$ cat src/rtl/seq_divider.sv
// rtl/seq_divider.sv - multi-cycle restoring divider, unsigned or two's-complement
//
// Computes Quotient and Remainder of A / B, one quotient bit per clock, with a
// start/busy/done handshake. Signed results truncate toward zero; the remainder
// takes the dividend's sign.
//
// Ports:
//   clk            rising-edge clock
//   reset_n        asynchronous active-low reset
//   start          request, accepted only in IDLE
//   Signed         1 = two's-complement divide, 0 = unsigned
//   A, B           dividend, divisor (latched on the accepting edge)
//   busy           high in CALC, FIX and DONE
//   done           one-cycle pulse, results valid from this cycle
//   Quotient       quotient, held until the next result
//   Remainder      remainder, held until the next result
//   DivByZeroFlag  B == 0 for the last operation
//   OverflowFlag   signed most-negative / -1 for the last operation

module seq_divider #(
  parameter int data_width = 16
) (
  input  logic                  clk,
  input  logic                  reset_n,
  input  logic                  start,
  input  logic                  Signed,
  input  logic [data_width-1:0] A,
  input  logic [data_width-1:0] B,
  output logic                  busy,
  output logic                  done,
  output logic [data_width-1:0] Quotient,
  output logic [data_width-1:0] Remainder,
  output logic                  DivByZeroFlag,
  output logic                  OverflowFlag
);

  localparam int W  = data_width;
  localparam int CW = (W > 2) ? $clog2(W) : 1;

  localparam logic [W-1:0]  ONE      = W'(1);
  localparam logic [W-1:0]  MOST_NEG = {1'b1, {(W-1){1'b0}}};
  localparam logic [CW-1:0] CNT_ONE  = CW'(1);
  localparam logic [CW-1:0] CNT_LAST = CW'(W - 1);

  typedef enum logic [1:0] {
    S_IDLE,
    S_CALC,
    S_FIX,
    S_DONE
  } state_e;

  state_e        state_q, state_d;
  logic [W-1:0]  rem_q, rem_d;       // partial remainder
  logic [W-1:0]  quo_q, quo_d;       // dividend shifting out / quotient shifting in
  logic [W-1:0]  dvsr_q, dvsr_d;     // |B|
  logic [CW-1:0] cnt_q, cnt_d;
  logic          q_neg_q, q_neg_d;
  logic          r_neg_q, r_neg_d;
  logic          ovf_q, ovf_d;       // overflow detected at accept, published at FIX
  logic [W-1:0]  quot_q, quot_d;
  logic [W-1:0]  remo_q, remo_d;
  logic          dbz_q, dbz_d;
  logic          ovff_q, ovff_d;

  logic [W-1:0]  a_mag, b_mag;
  logic [W:0]    trial;

  always_ff @(posedge clk or negedge reset_n) begin
    if (!reset_n) begin
      state_q <= S_IDLE;
      rem_q   <= '0;
      quo_q   <= '0;
      dvsr_q  <= '0;
      cnt_q   <= '0;
      q_neg_q <= 1'b0;
      r_neg_q <= 1'b0;
      ovf_q   <= 1'b0;
      quot_q  <= '0;
      remo_q  <= '0;
      dbz_q   <= 1'b0;
      ovff_q  <= 1'b0;
    end else begin
      state_q <= state_d;
      rem_q   <= rem_d;
      quo_q   <= quo_d;
      dvsr_q  <= dvsr_d;
      cnt_q   <= cnt_d;
      q_neg_q <= q_neg_d;
      r_neg_q <= r_neg_d;
      ovf_q   <= ovf_d;
      quot_q  <= quot_d;
      remo_q  <= remo_d;
      dbz_q   <= dbz_d;
      ovff_q  <= ovff_d;
    end
  end

  always_comb begin
    state_d = state_q;
    rem_d   = rem_q;
    quo_d   = quo_q;
    dvsr_d  = dvsr_q;
    cnt_d   = cnt_q;
    q_neg_d = q_neg_q;
    r_neg_d = r_neg_q;
    ovf_d   = ovf_q;
    quot_d  = quot_q;
    remo_d  = remo_q;
    dbz_d   = dbz_q;
    ovff_d  = ovff_q;

    a_mag = (Signed && A[W-1]) ? (~A + ONE) : A;
    b_mag = (Signed && B[W-1]) ? (~B + ONE) : B;
    // Shifted remainder with the next dividend bit, one bit wider so the
    // borrow shows up in the MSB.
    trial = {rem_q, quo_q[W-1]} - {1'b0, dvsr_q};

    case (state_q)
      S_IDLE: begin
        if (start) begin
          dbz_d  = 1'b0;
          ovff_d = 1'b0;
          if (B == '0) begin
            quot_d  = '1;
            remo_d  = A;
            dbz_d   = 1'b1;
            state_d = S_DONE;
          end else begin
            rem_d   = '0;
            quo_d   = a_mag;
            dvsr_d  = b_mag;
            q_neg_d = Signed & (A[W-1] ^ B[W-1]);
            r_neg_d = Signed & A[W-1];
            ovf_d   = Signed && (A == MOST_NEG) && (B == '1);
            cnt_d   = '0;
            state_d = S_CALC;
          end
        end
      end
      S_CALC: begin
        // No borrow: keep the difference. Its top bit is dropped safely because
        // the difference is always smaller than the divisor.
        if (!trial[W]) begin
          rem_d = trial[W-1:0];
          quo_d = {quo_q[W-2:0], 1'b1};
        end else begin
          rem_d = {rem_q[W-2:0], quo_q[W-1]};
          quo_d = {quo_q[W-2:0], 1'b0};
        end
        cnt_d = cnt_q + CNT_ONE;
        if (cnt_q == CNT_LAST) begin
          state_d = S_FIX;
        end
      end
      S_FIX: begin
        // Overflow needs no special case: |MOST_NEG| / 1 yields MOST_NEG with a
        // positive sign, which is already the wrapped result.
        quot_d  = q_neg_q ? (~quo_q + ONE) : quo_q;
        remo_d  = r_neg_q ? (~rem_q + ONE) : rem_q;
        ovff_d  = ovf_q;
        state_d = S_DONE;
      end
      S_DONE: begin
        state_d = S_IDLE;
      end
      default: begin
        state_d = S_IDLE;
      end
    endcase
  end

  assign busy          = (state_q != S_IDLE);
  assign done          = (state_q == S_DONE);
  assign Quotient      = quot_q;
  assign Remainder     = remo_q;
  assign DivByZeroFlag = dbz_q;
  assign OverflowFlag  = ovff_q;

endmodule

$ cat config.mk
export PLATFORM = sky130hd
export DESIGN_NAME = seq_divider
export DESIGN_NICKNAME = d
export VERILOG_FILES = /design/src/rtl/seq_divider.sv
export SDC_FILE = /design/constraint.sdc
export NUM_CORES = 1
export LEC_CHECK = 0
export BUFFER_PORTS_ARGS = -buffer_cell sky130_fd_sc_hd__buf_4
export CAP_MARGIN = 20
export CORE_MARGIN = 4
export CORE_UTILIZATION = 38
export CTS_CLUSTER_DIAMETER = 40
export DETAILED_ROUTE_END_ITERATION = 8
export HOLD_SLACK_MARGIN = 0.15
export MAX_ROUTING_LAYER = met4
export PLACE_DENSITY = 0.67
export SLEW_MARGIN = 30
export SYNTH_ARGS = -nofsm -noshare
export SYNTH_HDL_FRONTEND = slang
export SYNTH_SLANG_ARGS = --single-unit
$ cat constraint.sdc
create_clock -name clk -period 3.1 [get_ports clk]
set_input_delay 0.465 -clock clk [delete_from_list [all_inputs] [get_ports clk]]
set_output_delay 0.465 -clock clk [all_outputs]
set_load 0.01 [all_outputs]
Word level (Yosys, flattened, before mapping)
Index checks and enable logic that the tools add are counted.
- latch bits: 0
- ROM bits: 0
- memories: 0
- logic and storage cells: 79
- RAM bits: 0
- output and inout port bits: 36
- flip-flop bits (word level): 91
- equality and inequality tests: 10
- mux-type cells: 28
- multipliers: 0
- div/mod/pow operators: 0
- reductions and logical operators: 15
- shift-type cells: 0
- add/sub/neg operators: 6
- order comparisons: 0
- bitwise logic cells: 8
- operators by type and width (cell ; count):
    2-to-1 mux 16 bit ; 13
    one-hot mux 16 bit (2 select lines) ; 4
    adder 16 x 1 -> 16 bit, second input constant ; 4
    inverter 16 bit ; 4
    equality test 16 bit, second input constant ; 2
    subtractor 17 x 16 -> 17 bit ; 1
    logical NOT 16 bit ; 1
    AND reduction 3 bit ; 3
    2-to-1 mux 4 bit ; 2
    inequality test 2 bit, second input constant ; 4
    one-hot mux 2 bit (4 select lines) ; 1
    one-hot mux 4 bit (2 select lines) ; 1
    2-to-1 mux 2 bit ; 3
    AND reduction 2 bit ; 3
    nonzero test 2 bit ; 3
    adder 4 x 1 -> 4 bit, second input constant ; 1
    equality test 2 bit, second input constant ; 2
    equality test 4 bit, second input constant ; 1
    logical AND 1 bit ; 4
    2-to-1 mux 1 bit ; 3
    AND 1 bit ; 2
    equality test 2 x 1 -> 1 bit, second input constant ; 1
    logical NOT 2 bit ; 1
    one-hot mux 1 bit (2 select lines) ; 1
    2 further kinds ; 2

Logic depth before layout (Yosys ltp)
- depth in word-level cells: 6
- mapped depth: 11
- gate-level depth less buffers: 10

Worst setup path after synthesis
No wires, ideal clock.
- kind: reg-to-reg
- from: reg quo_q[15]
- to: reg rem_q[11]
- data arrival time: 2.361 ns
- required time: 2.967 ns
- setup slack: 0.606 ns
- stages on the path, launching flop included: 12
- cells stage by stage: dfrtp_1 > inv_1 > ha_1 > fa_1 > nand2b_1 > a21oi_1 > o21ai_0 > a31oi_1 > xor2_1 > buf_1 > mux2i_1 > o21ai_0
- cells in the longest elaborated chain, start to end: 3
- RTL lines (element ; line ; text):
    from (decl) ; 54 ; logic [W-1:0] quo_q, quo_d;
    from (signal assigned) ; 85 ; quo_q <= quo_d;
    subtractor 17 x 16 -> 17 bit ; 116 ; trial = {rem_q, quo_q[W-1]} - {1'b0, dvsr_q};
    2-to-1 mux 16 bit ; 143 ; if (!trial[W]) begin
    one-hot mux 16 bit (2 select lines) ; 118 ; case (state_q)
    to (signal assigned) ; 84 ; rem_q <= rem_d;
    to (decl) ; 53 ; logic [W-1:0] rem_q, rem_d;
No other way between the ends.
A chain may end at the register's enable or synchronous reset.

Final worst setup path
- from: reg quo_q[15]
- to: reg rem_q[0]
- cells in the longest elaborated chain, start to end: 3
- RTL lines (element ; line):
    subtractor 17 x 16 -> 17 bit ; 116
    2-to-1 mux 16 bit * ; 143
    one-hot mux 16 bit (2 select lines) * ; 118
Mark *: on every way between the ends. The rest lies on a longest branch, timed or not.

==> impl_metrics.ini <==
[status]
outcome = complete, no violations

[pwr]
netSwitchingPower_mw = 3.26
pwr-share-clk_pct = 16.2
combinationalPowerShare_pct = 53.2
power_switching_share_pct = 45.4
seqPwrFrac_pct = 30.6
p_leak_nw = 3.19
p_int_mw = 3.91
p_per_area_nw_per_um2 = 992
peakVddDrop_mv = 0.338

[clock_network]
cts_root_buf = clkbuf_16
h-tree-depth = 3
cts_buffer_depth = 2
path_clk_slew_ns = 0.07
insertion_delay_ns = 0.36
cts_inserted_buffers = 9
cts_tree = built
cts_sinks = 91
cts_resized = 0
cts_hold_buf = 0
cts_setup_buffers = 0

[route]
vias_per_cell = 5.43
route.detailed.wl_per_inst_um = 16.3
drc = 0
antenna_left = 0
first_pass_iters = 5
drtIter0Drc = 467
wirelength_um = 16500
vias = 5479

[floorplan]
die_area_sq_um = 18200
core_sq_um = 15800
fp.dieW_um = 135
start_util_pct = 38.7
io_pins = 72
fp-row-count = 46
die-height_um = 135

[placement]
port_buffers = 71
place.gp.congestion = 0.899
dp_hpwl_um = 12500

[sta]
max_freq_mhz = 358
final_max_slew_viol_count = 0
rsz0062_at_grt = false
tns_ns = 0
fin_crit_ns = 2.80
setup_viol = 0
fin_crit_sh_pct = 90.2
hold_ws_ns = 0.147
fin_skew_ns = 0.0109
hold_violations = 0
relSlewSlack_pct = 55.0
worst_pin_slew_ns = 0.676

[final_layout]
fill_cells = 1581
nNetsFinal = 851
postLayoutCoreUtil_pct = 45.7
drive_above_1_share_pct = 14.5
diodes = 0
seq_area_sq_um = 2280
multiInputGateArea_sq_um = 3590
area_growth_pct = 18.0

[global_route]
antenna_found_initial = 0
grt_overflow = 0
grt_first_pass_wirelength_um = 26700
grt_pass1_vias = 5088
grt_max_degree = 52
gr-usage-all-layers_pct = 18.9

[setup_path]
r2r_cells = 11
cp_slowest_cell = fa_1
required_ns = 3.39
critPathKind = reg -> reg
worst-path-max-fanout = 8
worstPathCellList = inv_1 -> ha_1 -> fa_1 -> nand2b_1 -> a21oi_1 -> o21ai_0 -> a31oi_1 -> xor2_2 -> buf_4 -> mux2i_1 -> a22o_1
cp_slowest_stage_delay_ns = 0.38
crit_path_start_kind = register
rrSetupSlack_ns = 0.30
arrival_ns = 3.09
r2r-end = rem_q[0]
cp-end-kind = register
crit-reg2reg-launch = quo_q[15]

[logic_synthesis]
synth_largest_area_cell = dfrtp_1
synth_top_area_share_pct = 37.2
synth_flop_cell = dfrtp_1
syn-num-nets = 791
ys_seq_area_share_pct = 37.2
syn_avg_cell_area_sq_um = 8.41
synth_edf_count = 0
async_reset_ff_share_pct = 100
synth_area_sq_um = 6120
yosysUniqueCellTypes = 57
ys_seq_elements = 91
yosysWarnings = 0
synthTopCellsByArea = dfrtp_1 37%, ha_1 5.3%, o21ai_0 5.3%, xor2_1 5.3%, nand2_1 4.7%
synthCells = 728

[run]
maxCapViolCount = 0

[worst_hold_path]
hold_class = in -> async
==> layout make-up <==
cell class	count	share of cell area [%]
clock buffer	9	3.12
clock inverter	7	1.16
inverter	31	1.61
multi-input combinational	567	49.7
sequential	91	31.5
tap	216	3.74
timing repair buffer	88	9.14
==> worst max-delay path: cells and delay by family, from the launching register on <==
family	cells	cell delay, ns
xor gates and xnor gates	1	0.29
muxes	1	0.22
DFF	1	0.32
and+or+nand+nor	1	0.20
AOI/OAI and AO/OA	4	0.76
buffers and inverters	2	0.34
adders and majority gates	2	0.61
==> logic make-up (layout without fill, tap and decap cells) <==
family | count (synthesis) | in the layout | share of synthesized area (%)
and+or+nand+nor | 235 | 235 | 17.8
AOI/OAI and AO/OA | 211 | 211 | 20.8
DFF | 91 | 91 | 37.2
buffers and inverters | 70 | 135 | 4.50
xor gates and xnor gates | 66 | 66 | 9.44
muxes | 28 | 28 | 4.62
adders and majority gates | 27 | 27 | 5.64
==> how the worst max path moves through the flow <==
| stage | startpoint | end | slack [ns] | cells past startpoint |
|---|---|---|---|---|
| 3_5_place_dp | quo_q[15] | rem_q[0] | 0.32 | 11 |
| 6_report | quo_q[15] | rem_q[0] | 0.30 | 11 |
| 2_1_floorplan | quo_q[15] | rem_q[11] | 0.61 | 11 |
| 5_1_grt | quo_q[15] | rem_q[0] | 0.12 | 11 |
| 3_3_place_gp | quo_q[15] | rem_q[13] | 0.38 | 11 |
| 4_1_cts | quo_q[15] | rem_q[0] | 0.29 | 11 |
==> sequential cells by signal (all words and copies together), names as in the netlist <==
register       count
DivByZeroFlag      1
OverflowFlag       1
Quotient          16
Remainder         16
cnt_q              4
dvsr_q            16
ovf_q              1
q_neg_q            1
quo_q             16
r_neg_q            1
rem_q             16
state_q            2
==> layout by cell type, fill, tap and decap left out, types with 6 or more instances in the layout <==
cell type,netlist,layout
dfrtp_1,91,91
nor4_1,6,6
nand3_1,13,13
nand4_1,11,11
clkbuf_16,0,9
buf_4,0,88
mux2i_1,26,26
nand2_1,77,77
xor2_1,37,36
inv_1,31,31
a31oi_1,21,20
nor3_1,12,12
nor2_1,76,76
ha_1,26,26
a21o_1,9,9
a22oi_1,7,7
o31ai_1,9,9
nor2b_1,6,6
nand2b_1,9,9
a21oi_1,57,57
xnor2_1,29,29
o21ai_0,65,65
==> cell usage after synthesis (all sizes together) (9+ instances only) <==
cell	count
xnor2	29
o21ai	70
nand3	14
a31oi	21
xor2	37
mux2i	26
o31ai	9
ha	26
nand2	77
inv	31
clkbuf	32
dfrtp	91
a21o	9
nor3	13
nor2	76
a21oi	58
nand4	11
nand2b	9
==> power groups by stage <==
| stage | registers, mW | logic (mW) | clock network (mW) |
|---|---|---|---|
| 2_1_floorplan | 2.08 | 2.77 | 0 |
| 3_3_place_gp | 2.20 | 3.75 | 0 |
| 3_5_place_dp | 2.21 | 3.80 | 0 |
| 4_1_cts | 2.19 | 3.82 | 1.19 |
| 5_1_grt | 2.27 | 4.27 | 1.23 |
| 6_report | 2.20 | 3.81 | 1.16 |
==> per-stage QoR <==
stage                     instances  cell area, sq um  setup slack [ns]  power, mW
final                          1009              7230             0.303       7.17
after global routing           1009              7230             0.123       7.77
after CTS                      1009              7230             0.290       7.19
after detailed placement        993              6920             0.317       6.01
after global placement          993              6920             0.376       5.95
after floorplan                 728              6120             0.606       4.85
==> layer usage <==
layer  wire (um)  track usage (%)  up-vias
met3         961             3.35       22
met5           0                -        -
met4         261             5.10        0
li1            -                -     2699
met1        8090             27.1     2578
met2        7150             27.8      180
Power figures use the tool's default switching activity.
